===== src/rtl/spi_reg_pkg.sv =====
// spi_reg_pkg: shared FSM encoding and command-byte layout for the
// SPI register peripheral.
package spi_reg_pkg;

    localparam int ADDR_W     = 7;
    localparam int CMD_RD_BIT = 7;
    localparam int CMD_W      = 8;

    typedef enum logic [1:0] {
        ST_IDLE  = 2'd0,
        ST_CMD   = 2'd1,
        ST_WDATA = 2'd2,
        ST_RDATA = 2'd3
    } state_e;

endpackage


===== src/rtl/spi_pad_sync.sv =====
// spi_pad_sync: 2-FF synchronisers for the SPI pads plus SCK/CSN
// edge detection, all in the sys_clk domain.
module spi_pad_sync (
    input  logic clk,
    input  logic rst_n,
    input  logic csn_pad,
    input  logic sck_pad,
    input  logic mosi_pad,
    output logic mosi,
    output logic sck_rise,
    output logic sck_fall,
    output logic csn_fall,
    output logic csn_rise
);

    logic csn_meta_q, csn_sync_q, csn_prev_q;
    logic sck_meta_q, sck_sync_q, sck_prev_q;
    logic mosi_meta_q, mosi_sync_q;

    logic csn_meta_d, csn_sync_d, csn_prev_d;
    logic sck_meta_d, sck_sync_d, sck_prev_d;
    logic mosi_meta_d, mosi_sync_d;

    // Next value of every synchroniser stage and edge-history flop.
    always_comb begin
        csn_meta_d  = csn_pad;
        csn_sync_d  = csn_meta_q;
        csn_prev_d  = csn_sync_q;
        sck_meta_d  = sck_pad;
        sck_sync_d  = sck_meta_q;
        sck_prev_d  = sck_sync_q;
        mosi_meta_d = mosi_pad;
        mosi_sync_d = mosi_meta_q;
    end

    // Reset parks the chip select deasserted and SCK low so no false
    // edge appears when reset is released with the pads idle.
    always_ff @(posedge clk) begin
        if (!rst_n) begin
            csn_meta_q  <= 1'b1;
            csn_sync_q  <= 1'b1;
            csn_prev_q  <= 1'b1;
            sck_meta_q  <= 1'b0;
            sck_sync_q  <= 1'b0;
            sck_prev_q  <= 1'b0;
            mosi_meta_q <= 1'b0;
            mosi_sync_q <= 1'b0;
        end else begin
            csn_meta_q  <= csn_meta_d;
            csn_sync_q  <= csn_sync_d;
            csn_prev_q  <= csn_prev_d;
            sck_meta_q  <= sck_meta_d;
            sck_sync_q  <= sck_sync_d;
            sck_prev_q  <= sck_prev_d;
            mosi_meta_q <= mosi_meta_d;
            mosi_sync_q <= mosi_sync_d;
        end
    end

    assign mosi     = mosi_sync_q;
    assign sck_rise =  sck_sync_q & ~sck_prev_q;
    assign sck_fall = ~sck_sync_q &  sck_prev_q;
    assign csn_fall = ~csn_sync_q &  csn_prev_q;
    assign csn_rise =  csn_sync_q & ~csn_prev_q;

endmodule


===== src/rtl/spi_reg_peripheral.sv =====
// spi_reg_peripheral: SPI mode-0 slave exposing config and status
// registers. Define SPI_ADDR_AUTOINC_EN for address auto-increment.
module spi_reg_peripheral
    import spi_reg_pkg::*;
#(
    parameter int BYTE_W = 8,
    parameter int N_RW   = 4,
    parameter int N_RO   = 4,
    parameter logic [N_RW*BYTE_W-1:0] RW_RESET = '0
) (
    input  logic                     sys_clk,
    input  logic                     sys_rst_n,
    input  logic                     CSN_PAD,
    input  logic                     SCK_PAD,
    input  logic                     MOSI_PAD,
    output logic                     MISO_PAD,
    output logic [N_RW*BYTE_W-1:0]   rw_regs,
    input  logic [N_RO*BYTE_W-1:0]   ro_regs,
    output logic                     wr_stb,
    output logic                     rd_stb,
    output logic [ADDR_W-1:0]        stb_addr
);

    localparam int SR_W  = (BYTE_W > CMD_W) ? BYTE_W : CMD_W;
    localparam int N_ALL = N_RW + N_RO;
    localparam logic [7:0] LAST_CMD  = 8'(CMD_W - 1);
    localparam logic [7:0] LAST_DATA = 8'(BYTE_W - 1);

    logic mosi_s, sck_rise, sck_fall, csn_fall, csn_rise;

    spi_pad_sync u_sync (
        .clk      (sys_clk),
        .rst_n    (sys_rst_n),
        .csn_pad  (CSN_PAD),
        .sck_pad  (SCK_PAD),
        .mosi_pad (MOSI_PAD),
        .mosi     (mosi_s),
        .sck_rise (sck_rise),
        .sck_fall (sck_fall),
        .csn_fall (csn_fall),
        .csn_rise (csn_rise)
    );

    state_e                  state_q, state_d;
    logic [7:0]              bit_cnt_q, bit_cnt_d;
    logic [SR_W-2:0]         sh_q, sh_d;
    logic [ADDR_W-1:0]       addr_q, addr_d;
    logic [BYTE_W-1:0]       miso_q, miso_d;
    logic [N_RW*BYTE_W-1:0]  rw_q, rw_d;
    logic                    rd_pend_q, rd_pend_d;
    logic [ADDR_W-1:0]       rd_addr_q, rd_addr_d;
    logic                    wr_stb_q, wr_stb_d;
    logic                    rd_stb_q, rd_stb_d;
    logic [ADDR_W-1:0]       stb_addr_q, stb_addr_d;
    logic [SR_W-1:0]         byte_in;
    logic [ADDR_W-1:0]       nxt_addr;

    function automatic logic [BYTE_W-1:0] read_byte(input logic [ADDR_W-1:0] a);
        logic [BYTE_W-1:0] r;
        r = '0;
        for (int k = 0; k < N_RW; k++)
            if (int'(a) == k) r = rw_q[k*BYTE_W +: BYTE_W];
        for (int k = 0; k < N_RO; k++)
            if (int'(a) == N_RW + k) r = ro_regs[k*BYTE_W +: BYTE_W];
        return r;
    endfunction

    function automatic logic is_status(input logic [ADDR_W-1:0] a);
        return (int'(a) >= N_RW) && (int'(a) < N_ALL);
    endfunction

    function automatic logic [ADDR_W-1:0] next_addr(input logic [ADDR_W-1:0] a);
`ifdef SPI_ADDR_AUTOINC_EN
        return (int'(a) == N_ALL - 1) ? '0 : a + 1'b1;
`else
        return a;
`endif
    endfunction

    assign byte_in = {sh_q, mosi_s};

    // Frame decoder: command byte, then write or read data bytes.
    // The status pop is deferred to the first SCK rise of the byte so
    // that a prefetched byte the host never clocks out is not popped.
    always_comb begin
        state_d    = state_q;
        bit_cnt_d  = bit_cnt_q;
        sh_d       = sh_q;
        addr_d     = addr_q;
        miso_d     = miso_q;
        rw_d       = rw_q;
        rd_pend_d  = rd_pend_q;
        rd_addr_d  = rd_addr_q;
        wr_stb_d   = 1'b0;
        rd_stb_d   = 1'b0;
        stb_addr_d = stb_addr_q;
        nxt_addr   = '0;
        unique case (state_q)
            ST_IDLE: begin
                bit_cnt_d = '0;
                miso_d    = '0;
                rd_pend_d = 1'b0;
                if (csn_fall) state_d = ST_CMD;
            end
            ST_CMD: begin
                if (sck_rise) begin
                    sh_d      = byte_in[SR_W-2:0];
                    bit_cnt_d = bit_cnt_q + 8'd1;
                    if (bit_cnt_q == LAST_CMD) begin
                        bit_cnt_d = '0;
                        addr_d    = byte_in[ADDR_W-1:0];
                        if (byte_in[CMD_RD_BIT]) begin
                            state_d   = ST_RDATA;
                            miso_d    = read_byte(byte_in[ADDR_W-1:0]);
                            rd_pend_d = is_status(byte_in[ADDR_W-1:0]);
                            rd_addr_d = byte_in[ADDR_W-1:0];
                        end else begin
                            state_d = ST_WDATA;
                        end
                    end
                end
            end
            ST_WDATA: begin
                if (sck_rise) begin
                    sh_d      = byte_in[SR_W-2:0];
                    bit_cnt_d = bit_cnt_q + 8'd1;
                    if (bit_cnt_q == LAST_DATA) begin
                        bit_cnt_d = '0;
                        for (int k = 0; k < N_RW; k++)
                            if (int'(addr_q) == k)
                                rw_d[k*BYTE_W +: BYTE_W] = byte_in[BYTE_W-1:0];
                        if (int'(addr_q) < N_RW) begin
                            wr_stb_d   = 1'b1;
                            stb_addr_d = addr_q;
                        end
                        addr_d = next_addr(addr_q);
                    end
                end
            end
            ST_RDATA: begin
                if (sck_rise) begin
                    if (rd_pend_q && bit_cnt_q == '0) begin
                        rd_stb_d   = 1'b1;
                        stb_addr_d = rd_addr_q;
                        rd_pend_d  = 1'b0;
                    end
                    bit_cnt_d = bit_cnt_q + 8'd1;
                    if (bit_cnt_q == LAST_DATA) begin
                        bit_cnt_d = '0;
                        nxt_addr  = next_addr(addr_q);
                        addr_d    = nxt_addr;
                        miso_d    = read_byte(nxt_addr);
                        rd_pend_d = is_status(nxt_addr);
                        rd_addr_d = nxt_addr;
                    end
                end else if (sck_fall && bit_cnt_q != '0) begin
                    miso_d = {miso_q[BYTE_W-2:0], 1'b0};
                end
            end
            default: state_d = ST_IDLE;
        endcase
        if (csn_rise) begin
            state_d    = ST_IDLE;
            bit_cnt_d  = '0;
            miso_d     = '0;
            rd_pend_d  = 1'b0;
            rw_d       = rw_q;
            wr_stb_d   = 1'b0;
            rd_stb_d   = 1'b0;
            stb_addr_d = stb_addr_q;
        end
    end

    // State, shift and register-file flops.
    always_ff @(posedge sys_clk) begin
        if (!sys_rst_n) begin
            state_q    <= ST_IDLE;
            bit_cnt_q  <= '0;
            sh_q       <= '0;
            addr_q     <= '0;
            miso_q     <= '0;
            rw_q       <= RW_RESET;
            rd_pend_q  <= 1'b0;
            rd_addr_q  <= '0;
            wr_stb_q   <= 1'b0;
            rd_stb_q   <= 1'b0;
            stb_addr_q <= '0;
        end else begin
            state_q    <= state_d;
            bit_cnt_q  <= bit_cnt_d;
            sh_q       <= sh_d;
            addr_q     <= addr_d;
            miso_q     <= miso_d;
            rw_q       <= rw_d;
            rd_pend_q  <= rd_pend_d;
            rd_addr_q  <= rd_addr_d;
            wr_stb_q   <= wr_stb_d;
            rd_stb_q   <= rd_stb_d;
            stb_addr_q <= stb_addr_d;
        end
    end

    assign MISO_PAD = miso_q[BYTE_W-1];
    assign rw_regs  = rw_q;
    assign wr_stb   = wr_stb_q;
    assign rd_stb   = rd_stb_q;
    assign stb_addr = stb_addr_q;

endmodule


===== config.mk =====
export PLATFORM = sky130hd
export DESIGN_NAME = spi_reg_peripheral
export DESIGN_NICKNAME = d
export VERILOG_FILES = /design/src/rtl/spi_reg_pkg.sv /design/src/rtl/spi_pad_sync.sv /design/src/rtl/spi_reg_peripheral.sv
export SDC_FILE = /design/constraint.sdc
export NUM_CORES = 1
export LEC_CHECK = 0
export ABC_AREA = 0
export CAP_MARGIN = 20
export CORE_ASPECT_RATIO = 0.7
export CORE_MARGIN = 2
export CORE_UTILIZATION = 55
export DETAILED_ROUTE_END_ITERATION = 10
export PLACE_DENSITY = 0.82
export SETUP_SLACK_MARGIN = 0.15
export SYNTH_ARGS = -nofsm -noshare
export SYNTH_HDL_FRONTEND = slang
export SYNTH_SLANG_ARGS = --single-unit

===== constraint.sdc =====
create_clock -name sys_clk -period 4.2 [get_ports sys_clk]
set_clock_uncertainty 0.2 [all_clocks]
set_input_delay 0.42 -clock sys_clk [delete_from_list [all_inputs] [get_ports sys_clk]]
set_output_delay 0.42 -clock sys_clk [all_outputs]
set_load 0.005 [all_outputs]

---- Word-level counts from Yosys, hierarchy flattened ----
Index checks and enable logic that the tools add are counted.
storage, ports and cells
  flip-flop bits (word level) ............. 89
  latch bits .............................. 0
  memory bits (writable) .................. 0
  bits in read-only memories .............. 0
  bits of input ports ..................... 37
  output and inout bits ................... 42
  word-level logic and storage cells ...... 155
  memories ................................ 0
operators by class
  $add $sub $neg .......................... 1
  multiply operators ...................... 0
  div/mod/pow operators ................... 0
  $lt $le $gt $ge ......................... 5
  eq/ne operators ......................... 32
  shift-type cells ........................ 0
  mux-type cells .......................... 52
  bitwise logic cells ..................... 14
  reductions and logical operators ........ 29
operators by type and width
  kind                 count
  $mux 8               24
  $mux 7               10
  $eq 7x4->1 const B   8
  $eq 7x3->1 const B   4
  $pmux 7 s2           2
  $pmux 8 s3           1
  $ne 2x2->1 const B   10
  $reduce_and 5->1     4
  $reduce_and 6->1     3
  $pmux 8 s2           1
  $eq 7x2->1 const B   2
  $ge 7x3->1 const B   2
  $logic_not 7->1      2
  $lt 7x4->1 const B   2
  $not 1->1            10
  $mux 1               9
  $ne 3x3->1 const B   3
  $add 8x1->8 const B  1
  $eq 8x3->1 const B   1
  $logic_not 8->1      1
  $reduce_bool 8->1    1
  $lt 7x3->1 const B   1
  $reduce_and 7->1     1
  $mux 2               3
  17 further kinds     27

---- Depth between registers and ports, before layout ----
Gate-level depths: netlist of run 1.
  depth in word-level cells ............... 13
  depth in mapped cells ................... 8
  mapped depth without buffers ............ 7

---- Hierarchy ----
A second synthesis of run 1 with hierarchy kept.
second synthesis, totals
  cells, all modules ...................... 524
  area total of the unflattened synthesis .. 5052.3 um2
by module, submodules not included
  module              instances  cells an instance  area an instance (um2)  sequential area each (um2)
  spi_reg_peripheral  1          504                4817.1                  1621.6
  spi_pad_sync        1          20                 235.2                   160.2

---- Worst setup path before layout of run 1 ----
OpenSTA, ideal clock, no wires.
  path type ............................... reg2reg
  from .................................... register bit_cnt_q[3]
  to ...................................... register rw_q[18], in the netlist rw_regs[18]
  setup time .............................. 0.072 ns
  data arrival time ....................... 1.848 ns
  required time ........................... 3.928 ns
  path slack .............................. 2.081 ns
  cell stages (with the launch flop) ...... 7
  buffers on the path ..................... 1
  clock period less this slack ............ 2.119 ns
  cell sequence ........................... dfxtp_1 -> nor4b_4 -> nand3_2 -> or3_4 -> nor3b_1 -> buf_4 -> mux2i_1
between the ends
  longest elaborated chain between the ends .. 2
ends and longest elaborated chain
  element                            RTL line                   source
  from (decl)                        spi_reg_peripheral.sv:45   logic [7:0] bit_cnt_q, bit_cnt_d;
  from (signal assigned)             spi_reg_peripheral.sv:190  bit_cnt_q <= bit_cnt_d;
  $eq 8x3->1                         spi_reg_peripheral.sv:127  if (bit_cnt_q == LAST_DATA) begin
  $reduce_and 5->1 (no source line)  n/a
  to (signal assigned)               spi_reg_peripheral.sv:194  rw_q <= rw_d;
  to (decl)                          spi_reg_peripheral.sv:49   logic [N_RW*BYTE_W-1:0] rw_q, rw_d;
No other way between the ends.
A chain may end at the register's enable or synchronous reset.

---- Worst setup path after layout of run 1 ----
  from .................................... register state_q[1]
  to ...................................... register miso_q[4]
between the ends
  longest elaborated chain between the ends .. 3
  elaborated cells between the ends (all ways) .. 11
  those cells by class .................... 7 x eq/ne; 1 x mux; 3 x reduce/logical
ends and longest elaborated chain
  element                                              RTL line                   source
  from (decl)                                          spi_reg_peripheral.sv:44   state_e state_q, state_d;
  from (signal assigned)                               spi_reg_peripheral.sv:189  state_q <= state_d;
  $eq 2x2->1 (tied with other cells)                   spi_reg_peripheral.sv:98   unique case (state_q)
  $ne 3x3->1 (no source line) (tied with other cells)  n/a
  $reduce_and 6->1 (no source line)                    n/a
  to (signal assigned)                                 spi_reg_peripheral.sv:193  miso_q <= miso_d;
  to (decl)                                            spi_reg_peripheral.sv:48   logic [BYTE_W-1:0] miso_q, miso_d;
Several ways; a longest one is shown, not always the timed one.

==> results of run 1 <==
==> where the power goes <==
| part | switching (mW) | internal [mW] |
|---|---|---|
| clock network | 0.384 | 0.426 |
| registers | 0.00563 | 0.847 |
| logic | 0.0465 | 0.0520 |
| total | 0.436 | 1.32 |
==> Yosys cell counts (2+ instances only) <==
cell type / number / area share, %
ha_1: 6 / 1.5
a211oi_1: 5 / 0.77
clkbuf_1: 28 / 2.1
and2_1: 7 / 0.89
nand3_1: 20 / 2.0
nor3b_1: 3 / 0.46
o211a_1: 7 / 1.4
a31oi_1: 8 / 1.0
o22ai_1: 7 / 0.89
dfxtp_1: 89 / 36
xor2_1: 4 / 0.71
nor3_4: 2 / 0.66
nand2_1: 85 / 6.5
o2111ai_1: 4 / 0.71
a21boi_0: 14 / 2.1
mux2i_1: 63 / 13
nor4_1: 2 / 0.26
buf_4: 2 / 0.31
nand2b_1: 18 / 2.3
o21ai_0: 13 / 1.3
inv_1: 7 / 0.54
nor2b_1: 5 / 0.64
buf_2: 4 / 0.41
a221oi_1: 2 / 0.36
mux2_2: 14 / 3.2
and3_1: 3 / 0.38
buf_1: 6 / 0.46
o221ai_1: 2 / 0.36
a21oi_1: 6 / 0.61
nor3_1: 6 / 0.61
o2bb2ai_1: 18 / 3.2
nor2_1: 12 / 0.92
nand3b_1: 2 / 0.31
or3_1: 4 / 0.51
mux4_2: 17 / 7.8
o211ai_1: 11 / 1.7
==> cell type report <==
type                       count  area share (%)
clock inverter                 7            1.31
clock buffer                   9            3.73
tap                          120            2.49
sequential                    89            29.5
timing repair buffer          88            14.1
multi-input combinational    382            48.5
inverter                       7           0.435
==> critical path: stages, from the launching register on <==
cell and delay, ns:
dfxtp_1 0.35, inv_1 0.09, ha_1 0.66, nor2_1 0.12, a31oi_1 0.29, a31oi_1 0.10
nor2_1 0.52, o2bb2ai_1 0.19
==> state kept, by name, summed over array words and instances (netlist names), 2 cells and up <==
| signal | flops |
|---|---|
| rw_regs | 32 |
| bit_cnt_q | 8 |
| miso_q | 8 |
| addr_q | 7 |
| rd_addr_q | 7 |
| sh_q | 7 |
| stb_addr | 7 |
| state_q | 2 |
==> logic make-up after synthesis <==
group / synth area share [%]
fa+ha+maj: 1.53
simple gates: 18.4
flops: 36.4
xor+xnor: 0.715
mux: 23.9
buf+inv: 3.96
compound gates: 15.1
==> layer usage <==
metal | vias up | part of all wire (%) | global-route usage [%]
met5 | - | 0 | 0
met4 | 0 | 1.3 | 6.42
met3 | 23 | 12 | 12.3
met2 | 230 | 42 | 39.7
met1 | 2141 | 45 | 45.3
li1 | 2028 | - | -
==> worst paths after layout <==
check	from	to	slack (ns)
setup / recovery	state_q[1]$_SDFFE_PP0P_	miso_q[4]$_SDFFE_PP0P_	1.59
hold / removal	u_sync.csn_meta_q$_SDFF_PN1_	u_sync.csn_prev_d$_SDFF_PN1_	0.22
setup reg to reg	state_q[1]$_SDFFE_PP0P_	miso_q[4]$_SDFFE_PP0P_	1.59
hold reg to reg	u_sync.csn_meta_q$_SDFF_PN1_	u_sync.csn_prev_d$_SDFF_PN1_	0.22
==> through the flow <==
stage / std cells / utilization, % / hold slack [ns]
after floorplan: 519 / - / 0.186
after global placement: 685 / 67.0 / 0.199
after detailed placement: 685 / 67.0 / 0.209
after CTS: 701 / 70.5 / 0.224
after global routing: 702 / 70.6 / 0.257
final: 702 / 70.6 / 0.222
==> placed cells by master, fill, tap and decap left out, drive strengths merged, types with 14 or more instances in the layout <==
cell type      count
mux2i             63
mux4              17
o2bb2ai           18
a21boi            14
mux2              14
nand2b            18
clkdlybuf4s50     77
nand3             21
nand2             85
dfxtp             89
==> metrics.md, run 1 <==
| Metric | Value |
|---|---|
| Outcome | `finished clean` |
| CTS tree | `done` |
| Async SR Flop Fraction | `0%` |
| FMAX | `383 MHz` |
| Setup slack at placement | `1.73 ns` |
| Longest Clk Path Bufs | `2` |
| RSZ-0062 raised after global routing | `no` |
| Initial core utilization | `57.3%` |
| Overall Power | `1.76 mW` |
| Net Count, Synth | `562` |
| Reg area | `0.00178 mm²` |
| Initial antenna violation count | `0` |
| Final setup violation count | `0` |
| Ys flop type | `dfxtp_1` |
| Die Ht | `83.0 µm` |
| Grt total ovfl | `0` |
| MaxCap Viol Count | `0` |
| CTS resizes | `0` |
| CP Max Fanout | `20` |
| Remaining DRCs | `0` |
| Cell area after synthesis | `0.00490 mm²` |
| Vias in the first global route | `4253` |
| EDFF count, synth | `0` |
| Clock sink count | `89` |
| Worst EP required | `4.26 ns` |
| Worst-path clk slew | `0.07 ns` |
| Antenna fix cells | `0` |
| Std-Cell Rows | `28` |
| Die W | `roughly 120 µm` |
| Post-layout min period | `2.61 ns` |
| Final #Nets | `620` |
| Post-CTS setup buffers | `0` |
| Post-synthesis sequential area ratio | `36.4%` |
| Pre-Repair DR Iteration Count | `5` |
| Vias | `around 4400` |
| Crit path DAT | `approximately 2.7 ns` |
| Layout area overhead | `23.2%` |
| Syn Inst Count | `519` |
| CP Capture Type | `flip-flop` |
| TritonCTS buffer count | `9` |
| Register-to-Register Path Depth | `7` |
| Final Cell Area | `0.00603 mm²` |
| Worst vdd ir | `0.273 mV` |
| Vias/cell | `6.30` |
| Final Worst Setup Slack | `about 1.6 ns` |
| H-Tree Depth | `3` |
| Die area | `0.00969 mm²` |
| Drt initial violations | `411` |
| Routed Antenna Nets | `0` |
| Yosys warns | `0` |
| DPL Wire Length | `10000 µm` |
| Synth Register Bits | `89` |
| Rel. slew slack | `around 31%` |
| Core Box Area | `0.00855 mm²` |
| Largest net degree at the start of global routing | `57` |
| Layout cell share with drive strength beyond 1 | `11.0%` |
| GP Congestion | `0.935` |
| Root Buffer | `clkbuf_16` |
| Cts hold-fix bufs | `0` |
| CP Launch Type | `flip-flop` |
| Hold depth | `1` |
| Area after DPL | `0.00573 mm²` |
| Area of the multi-input gates | `0.00292 mm²` |
| Worst-Margin Slew | `1.04 ns` |
| WL/cell | `19.9 µm` |
| Power Density | `292 mW/mm²` |
| Period utilisation layout | `62.1%` |
| Port Buffers | `78` |
| Setup_tns | `0 ns` |
| Lkg Pwr | `2.05 nW` |
| Syn_area_per_cell | `~9.4 µm²` |
| Post-Route WL | `14000 µm` |
| Worst min path class | `reg -> reg` |
| First-pass GRT wire length | `22500 µm` |
| Unique cell type count in the Yosys netlist | `49` |
| GRT Util Overall | `30.0%` |
| Filler cells | `649` |
| CP Class | `reg -> reg` |
| Later-pin clock latency in the skew report | `approximately 0.35 ns` |
| Final Hold Viols | `0` |
| Max Transition Viols Final | `0` |
| Ports | `79` |
Power figures use the tool's default switching activity.
==> inputs of run 2 (changes only) <==
Settings changed: CORE_UTILIZATION 55 to 54, PLACE_DENSITY 0.82 to 0.8.
Clock period 4.2 ns to 2.5 ns, I/O delays scaled along.
==> metrics.md, run 2 (synthesis gave the netlist of run 1 again) <==
| Metric | Value |
|---|---|
| Final Hold Viols | `0 (unchanged)` |
| Cells after DPL | `702 (+2.5%)` |
| Final #Nets | `637 (+2.7%)` |
| Die Ht | `83.7 µm (+0.87%)` |
| Rel. slew slack | `54.1% (+24 points)` |
| Die area | `0.00986 mm² (+1.8%)` |
| Area after DPL | `0.00584 mm² (+2.0%)` |
| Utilization after layout | `69.9% (-0.65 points)` |
| Final setup violation count | `0 (unchanged)` |
| Std-Cell Rows | `29 (+3.6%)` |
| CP Launch Type | `flip-flop` |
| Final Cell Area | `0.00624 mm² (+3.5%)` |
| Die W | `118 µm (+0.89%)` |
| Initial antenna violation count | `0 (unchanged)` |
| Most frequent cells in the layout | `dfxtp_1, nand2_1, clkdlybuf4s50_1` |
| Worst EP required | `2.56 ns (-1.70 ns)` |
| Remaining DRCs | `0 (unchanged)` |
| Power Density | `476 mW/mm² (+63%)` |
| Commonest non-fill, non-tap cell in the layout | `dfxtp_1` |
| First-pass GRT wire length | `22600 µm (+0.24%)` |
| Cts hold-fix bufs | `0 (unchanged)` |
| WL/cell | `19.7 µm (-0.83%)` |
| Vias in the first global route | `4178 (-1.8%)` |
| GP Congestion | `0.924 (-1.2%)` |
| Post-layout min period | `2.28 ns (-0.329 ns)` |
| MaxCap Viol Count | `0 (unchanged)` |
| Grt total ovfl | `0 (unchanged)` |
| Initial core utilization | `54.9% (-2.4 points)` |
| Layout cell share with drive strength beyond 1 | `15.5% (+4.5 points)` |
| CTS tree | `done` |
| Finished Layout Cells | `723 (+3.0%)` |
| FMAX | `439 MHz (+14%)` |
| Routed Antenna Nets | `0 (unchanged)` |
| Largest net degree at the start of global routing | `45 (-21%)` |
| CP Max Fanout | `8 (-60%)` |
| Register-to-Register Path Depth | `6 (-1)` |
| Layout area overhead | `27.4%` |
| Overall Power | `2.97 mW (+69%)` |
| Critical path, cell by cell | `nor4b_4, nand3_4, or3_4, nor3b_2, buf_4, mux2i_1` |
| Worst min path class | `in -> reg` |
| Outcome | `finished clean` |
| RSZ-0062 raised after global routing | `no` |
| Ports | `79 (unchanged)` |
| Worst-path clk slew | `0.07 ns (about the same)` |
| Worst-Margin Slew | `0.687 ns (-0.352 ns)` |
| DPL Wire Length | `10300 µm (+2.9%)` |
| Crit path DAT | `2.34 ns (-0.33 ns)` |
| CP Class | `reg -> reg` |
| Lkg Pwr | `2.15 nW (+4.7%)` |
| Post-Route WL | `14300 µm (+2.1%)` |
| Setup_tns | `0 ns (unchanged)` |
| Port Buffers | `78 (unchanged)` |
| Vias/cell | `6.21 (-1.5%)` |
| CP Capture Type | `flip-flop` |
| Largest register FFs | `32 (unchanged)` |
| Vias | `4487 (+1.5%)` |
| Critical Path Max Stage Delay | `0.44 ns (-0.22 ns)` |
| Core Box Area | `0.00893 mm² (+4.4%)` |
| Longest Clk Path Bufs | `2 (unchanged)` |
| Antenna fix cells | `0 (unchanged)` |
| GRT Util Overall | `29.2% (-0.81 points)` |
| H-Tree Depth | `3 (unchanged)` |
| Period utilisation layout | `91.2% (+29 points)` |
| Pre-Repair DR Iteration Count | `5 (unchanged)` |
| Root Buffer | `clkbuf_16` |
| Worst vdd ir | `0.431 mV (+58%)` |
| Later-pin clock latency in the skew report | `0.35 ns (about the same)` |
| Max Transition Viols Final | `0 (unchanged)` |
| Clock sink count | `89 (unchanged)` |
| Hold depth | `2 (+1)` |
| Critical path's slowest cell | `or3_4` |
| Drt initial violations | `402 (-2.2%)` |
| TritonCTS buffer count | `9 (unchanged)` |
run 2: layout make-up:
class | count | area, µm²
multi-input combinational | 382 | 2980
inverter | 7 | 26.3
tap | 124 | 155
fill | 684 | 2680
timing repair buffer | 105 | 995
sequential | 89 | 1790
clock buffer | 9 | 225
clock inverter | 7 | 81.3
run 2: routing by layer:
layer	track usage (%)	routed length, µm
met1	43.6	6860
met2	41.5	6080
met3	7.45	1110
met4	7.89	214
met5	0	0
run 2: what timing repair did:
item                                   in CTS  in global routing
setup buffers                               1                  4
pin swaps                                   1                  5
endpoints found under the hold margin       0                  0
gates cloned                                0                  0
gates resized for setup                     2                 13
setup endpoints to repair                  17                 39
run 2: per-stage QoR:
stage | hold slack (ns) | setup slack, ns
2_1_floorplan | 0.151 | 0.381
3_3_place_gp | 0.197 | 0.234
3_5_place_dp | 0.224 | 0.0983
4_1_cts | 0.0514 | 0.155
5_1_grt | 0.0792 | 0.154
6_report | 0.0702 | 0.220
run 2: worst paths after layout:
kind / from / to / slack [ns]
setup reg to reg: bit_cnt_q[4]$_SDFFE_PP0P_ / rw_regs[23]$_SDFFE_PN0P_ / 0.22
hold / removal: sys_rst_n / u_sync.csn_prev_q$_SDFF_PN1_ / 0.07
hold reg to reg: u_sync.csn_meta_q$_SDFF_PN1_ / u_sync.csn_prev_d$_SDFF_PN1_ / 0.23
setup / recovery: bit_cnt_q[4]$_SDFFE_PP0P_ / rw_regs[23]$_SDFFE_PN0P_ / 0.22
run 2: worst max-delay path: cells and delay by family, from the launching register on:
family,cells,cell delay (ns)
buffers and inverters,1,0.22
muxes,1,0.26
DFF,1,0.36
and+or+nand+nor,4,1.16
run 2: where the power goes:
part / internal [mW] / total [mW] / leakage, nW / switching, mW
clock network: 0.714 / 1.37 / 0.150 / 0.653
registers: 1.42 / 1.43 / 0.720 / 0.00447
logic: 0.0924 / 0.178 / 1.28 / 0.0857
==> inputs of run 3 (changes only) <==
Settings changed: CORE_UTILIZATION 54 to 55, PLACE_DENSITY 0.8 to 0.82.
Clock period 2.5 ns to 2.9 ns, I/O delays scaled along.
==> metrics.md, run 3 (synthesis gave the netlist of run 1 again) <==
| Metric | Value |
|---|---|
| R2R Path End | `rw_regs[3]$_SDFFE_PN0P_` |
| DPL Wire Length | `9960 µm (-3.5%)` |
| Period utilisation layout | `85.1% (-6.1 points)` |
| H-Tree Depth | `3 (unchanged)` |
| Cells after DPL | `693 (-1.3%)` |
| Final #Nets | `627 (-1.6%)` |
| Final setup violation count | `0 (unchanged)` |
| Hold slack | `0.200 ns (+0.129 ns)` |
| Max Transition Viols Final | `0 (unchanged)` |
| Core Box Area | `0.00855 mm² (-4.2%)` |
| Filler cells | `659 (-3.7%)` |
| Most frequent cells in the layout | `dfxtp_1, nand2_1, clkdlybuf4s50_1` |
| Ports | `79 (unchanged)` |
| Later-pin clock latency in the skew report | `0.35 ns (about the same)` |
| Die Ht | `83.0 µm (-0.87%)` |
| Root Buffer | `clkbuf_16` |
| Layout area overhead | `24.7%` |
| Std-Cell Rows | `28 (-3.4%)` |
| Rel. slew slack | `49.6% (-4.6 points)` |
| Initial core utilization | `57.3% (+2.4 points)` |
| Setup slack, reg-to-reg | `0.43 ns (+0.21 ns)` |
| CTS resizes | `0 (-2)` |
| Outcome | `finished clean` |
| TritonCTS buffer count | `9 (unchanged)` |
| Hold depth | `3 (+1)` |
| Worst-path clk slew | `0.07 ns (about the same)` |
| Crit path DAT | `2.55 ns (+0.21 ns)` |
| Commonest non-fill, non-tap cell in the layout | `dfxtp_1` |
| CTS tree | `done` |
| First-pass GRT wire length | `22200 µm (-1.7%)` |
| Longest Clk Path Bufs | `2 (unchanged)` |
| Area of the multi-input gates | `0.00292 mm² (-1.7%)` |
| Grt total ovfl | `0 (unchanged)` |
| Pre-Repair DR Iteration Count | `7 (+2)` |
| CP Launch Type | `flip-flop` |
| Post-CTS setup buffers | `0 (-1)` |
| Final Hold Viols | `0 (unchanged)` |
| Vias/cell | `6.10 (-1.7%)` |
| GRT Util Overall | `29.3% (+0.11 points)` |
| Largest net degree at the start of global routing | `85 (+89%)` |
| CP Capture Type | `flip-flop` |
| Die W | `117 µm (-0.88%)` |
| HP Start | `sys_rst_n` |
| Worst EP required | `2.98 ns (+0.42 ns)` |
| Routed Antenna Nets | `0 (unchanged)` |
| GP Congestion | `0.908 (-1.8%)` |
| FMAX | `405 MHz (-7.6%)` |
| Finished Layout Cells | `709 (-1.9%)` |
| Vias | `4327 (-3.6%)` |
| Die area | `0.00969 mm² (-1.7%)` |
| MaxCap Viol Count | `0 (unchanged)` |
| Register-to-Register Path Depth | `5 (-1)` |
| Worst min path class | `in -> reg` |
| Port Buffers | `78 (unchanged)` |
| Worst Hold End | `u_sync.csn_meta_q$_SDFF_PN1_` |
| WL/cell | `19.5 µm (-1.3%)` |
| Drt initial violations | `403 (+0.25%)` |
| Post-Route WL | `13800 µm (-3.2%)` |
| Worst vdd ir | `0.442 mV (+2.5%)` |
| Clock sink count | `89 (unchanged)` |
| Largest register FFs | `32 (unchanged)` |
| Worst-Margin Slew | `0.756 ns (+0.0685 ns)` |
| Remaining DRCs | `0 (unchanged)` |
| RSZ-0062 raised after global routing | `no` |
| Setup_tns | `0 ns (unchanged)` |
| Reg area | `0.00178 mm² (-0.21%)` |
| Overall Power | `2.58 mW (-13%)` |
| CP Max Fanout | `8 (unchanged)` |
| Power Density | `422 mW/mm² (-11%)` |
| R2R Path Start | `addr_q[6]$_SDFFE_PN0P_` |
| Lkg Pwr | `2.09 nW (-2.5%)` |
| Vias in the first global route | `4254 (+1.8%)` |
| Cts hold-fix bufs | `0 (unchanged)` |
| Initial antenna violation count | `0 (unchanged)` |
| Post-layout min period | `2.47 ns (+0.189 ns)` |
| CP Class | `reg -> reg` |
| Antenna fix cells | `0 (unchanged)` |
| Layout cell share with drive strength beyond 1 | `12.1% (-3.5 points)` |
-- run 3: final cells by class --
class / count / share of cell area, %
clock buffers: 9 / 3.68
clock inverters: 7 / 1.25
inverters: 7 / 0.430
multi-input cells: 382 / 47.8
flip-flops and latches: 89 / 29.2
well taps: 120 / 2.46
repair buffers: 95 / 15.2
-- run 3: where the power goes --
group | internal [mW] | switching, mW
Clock | 0.677 | 0.520
Combinational | 0.0778 | 0.0713
Sequential | 1.23 | 0.00353
Total | 1.98 | 0.595
-- run 3: how the worst max path moves through the flow --
stage | slack, ns | cells after the start | startpoint | endpoint
after floorplan | 0.78 | 6 | bit_cnt_q[3]$_SDFFE_PP0P_ | rw_regs[18]$_SDFFE_PN0P_
after global placement | 0.60 | 5 | addr_q[6]$_SDFFE_PN0P_ | rw_regs[0]$_SDFFE_PN0P_
after detailed placement | 0.48 | 5 | addr_q[6]$_SDFFE_PN0P_ | rw_regs[3]$_SDFFE_PN0P_
after CTS | 0.48 | 5 | addr_q[6]$_SDFFE_PN0P_ | rw_regs[3]$_SDFFE_PN0P_
after global routing | 0.24 | 6 | addr_q[6]$_SDFFE_PN0P_ | rw_regs[13]$_SDFFE_PN0P_
final | 0.43 | 5 | addr_q[6]$_SDFFE_PN0P_ | rw_regs[3]$_SDFFE_PN0P_
-- run 3: per-layer routing --
layer | vias to the layer above | GRT usage, % | share of wire (%)
met5 | - | 0 | 0
met4 | 0 | 8.56 | 1.5
met3 | 21 | 10.5 | 11
met2 | 219 | 40.7 | 43
met1 | 2059 | 42.5 | 44
li1 | 2028 | - | -
-- run 3: critical path, stage by stage, from the launching register on --
cell and delay (ns):
dfxtp_1 0.33, nor4_1 0.56, nand3b_1 0.21, or3_4 0.40
nor3_4 0.44, mux2i_1 0.25
-- run 3: per-stage QoR --
step,setup WS [ns],util (%),cell area [µm²]
CTS,0.479,71.5,6110
finish,0.431,71.5,6110
floorplan,0.781,-,4900
global route,0.238,71.5,6110
global placement,0.605,68.0,5810
detailed placement,0.481,68.0,5810
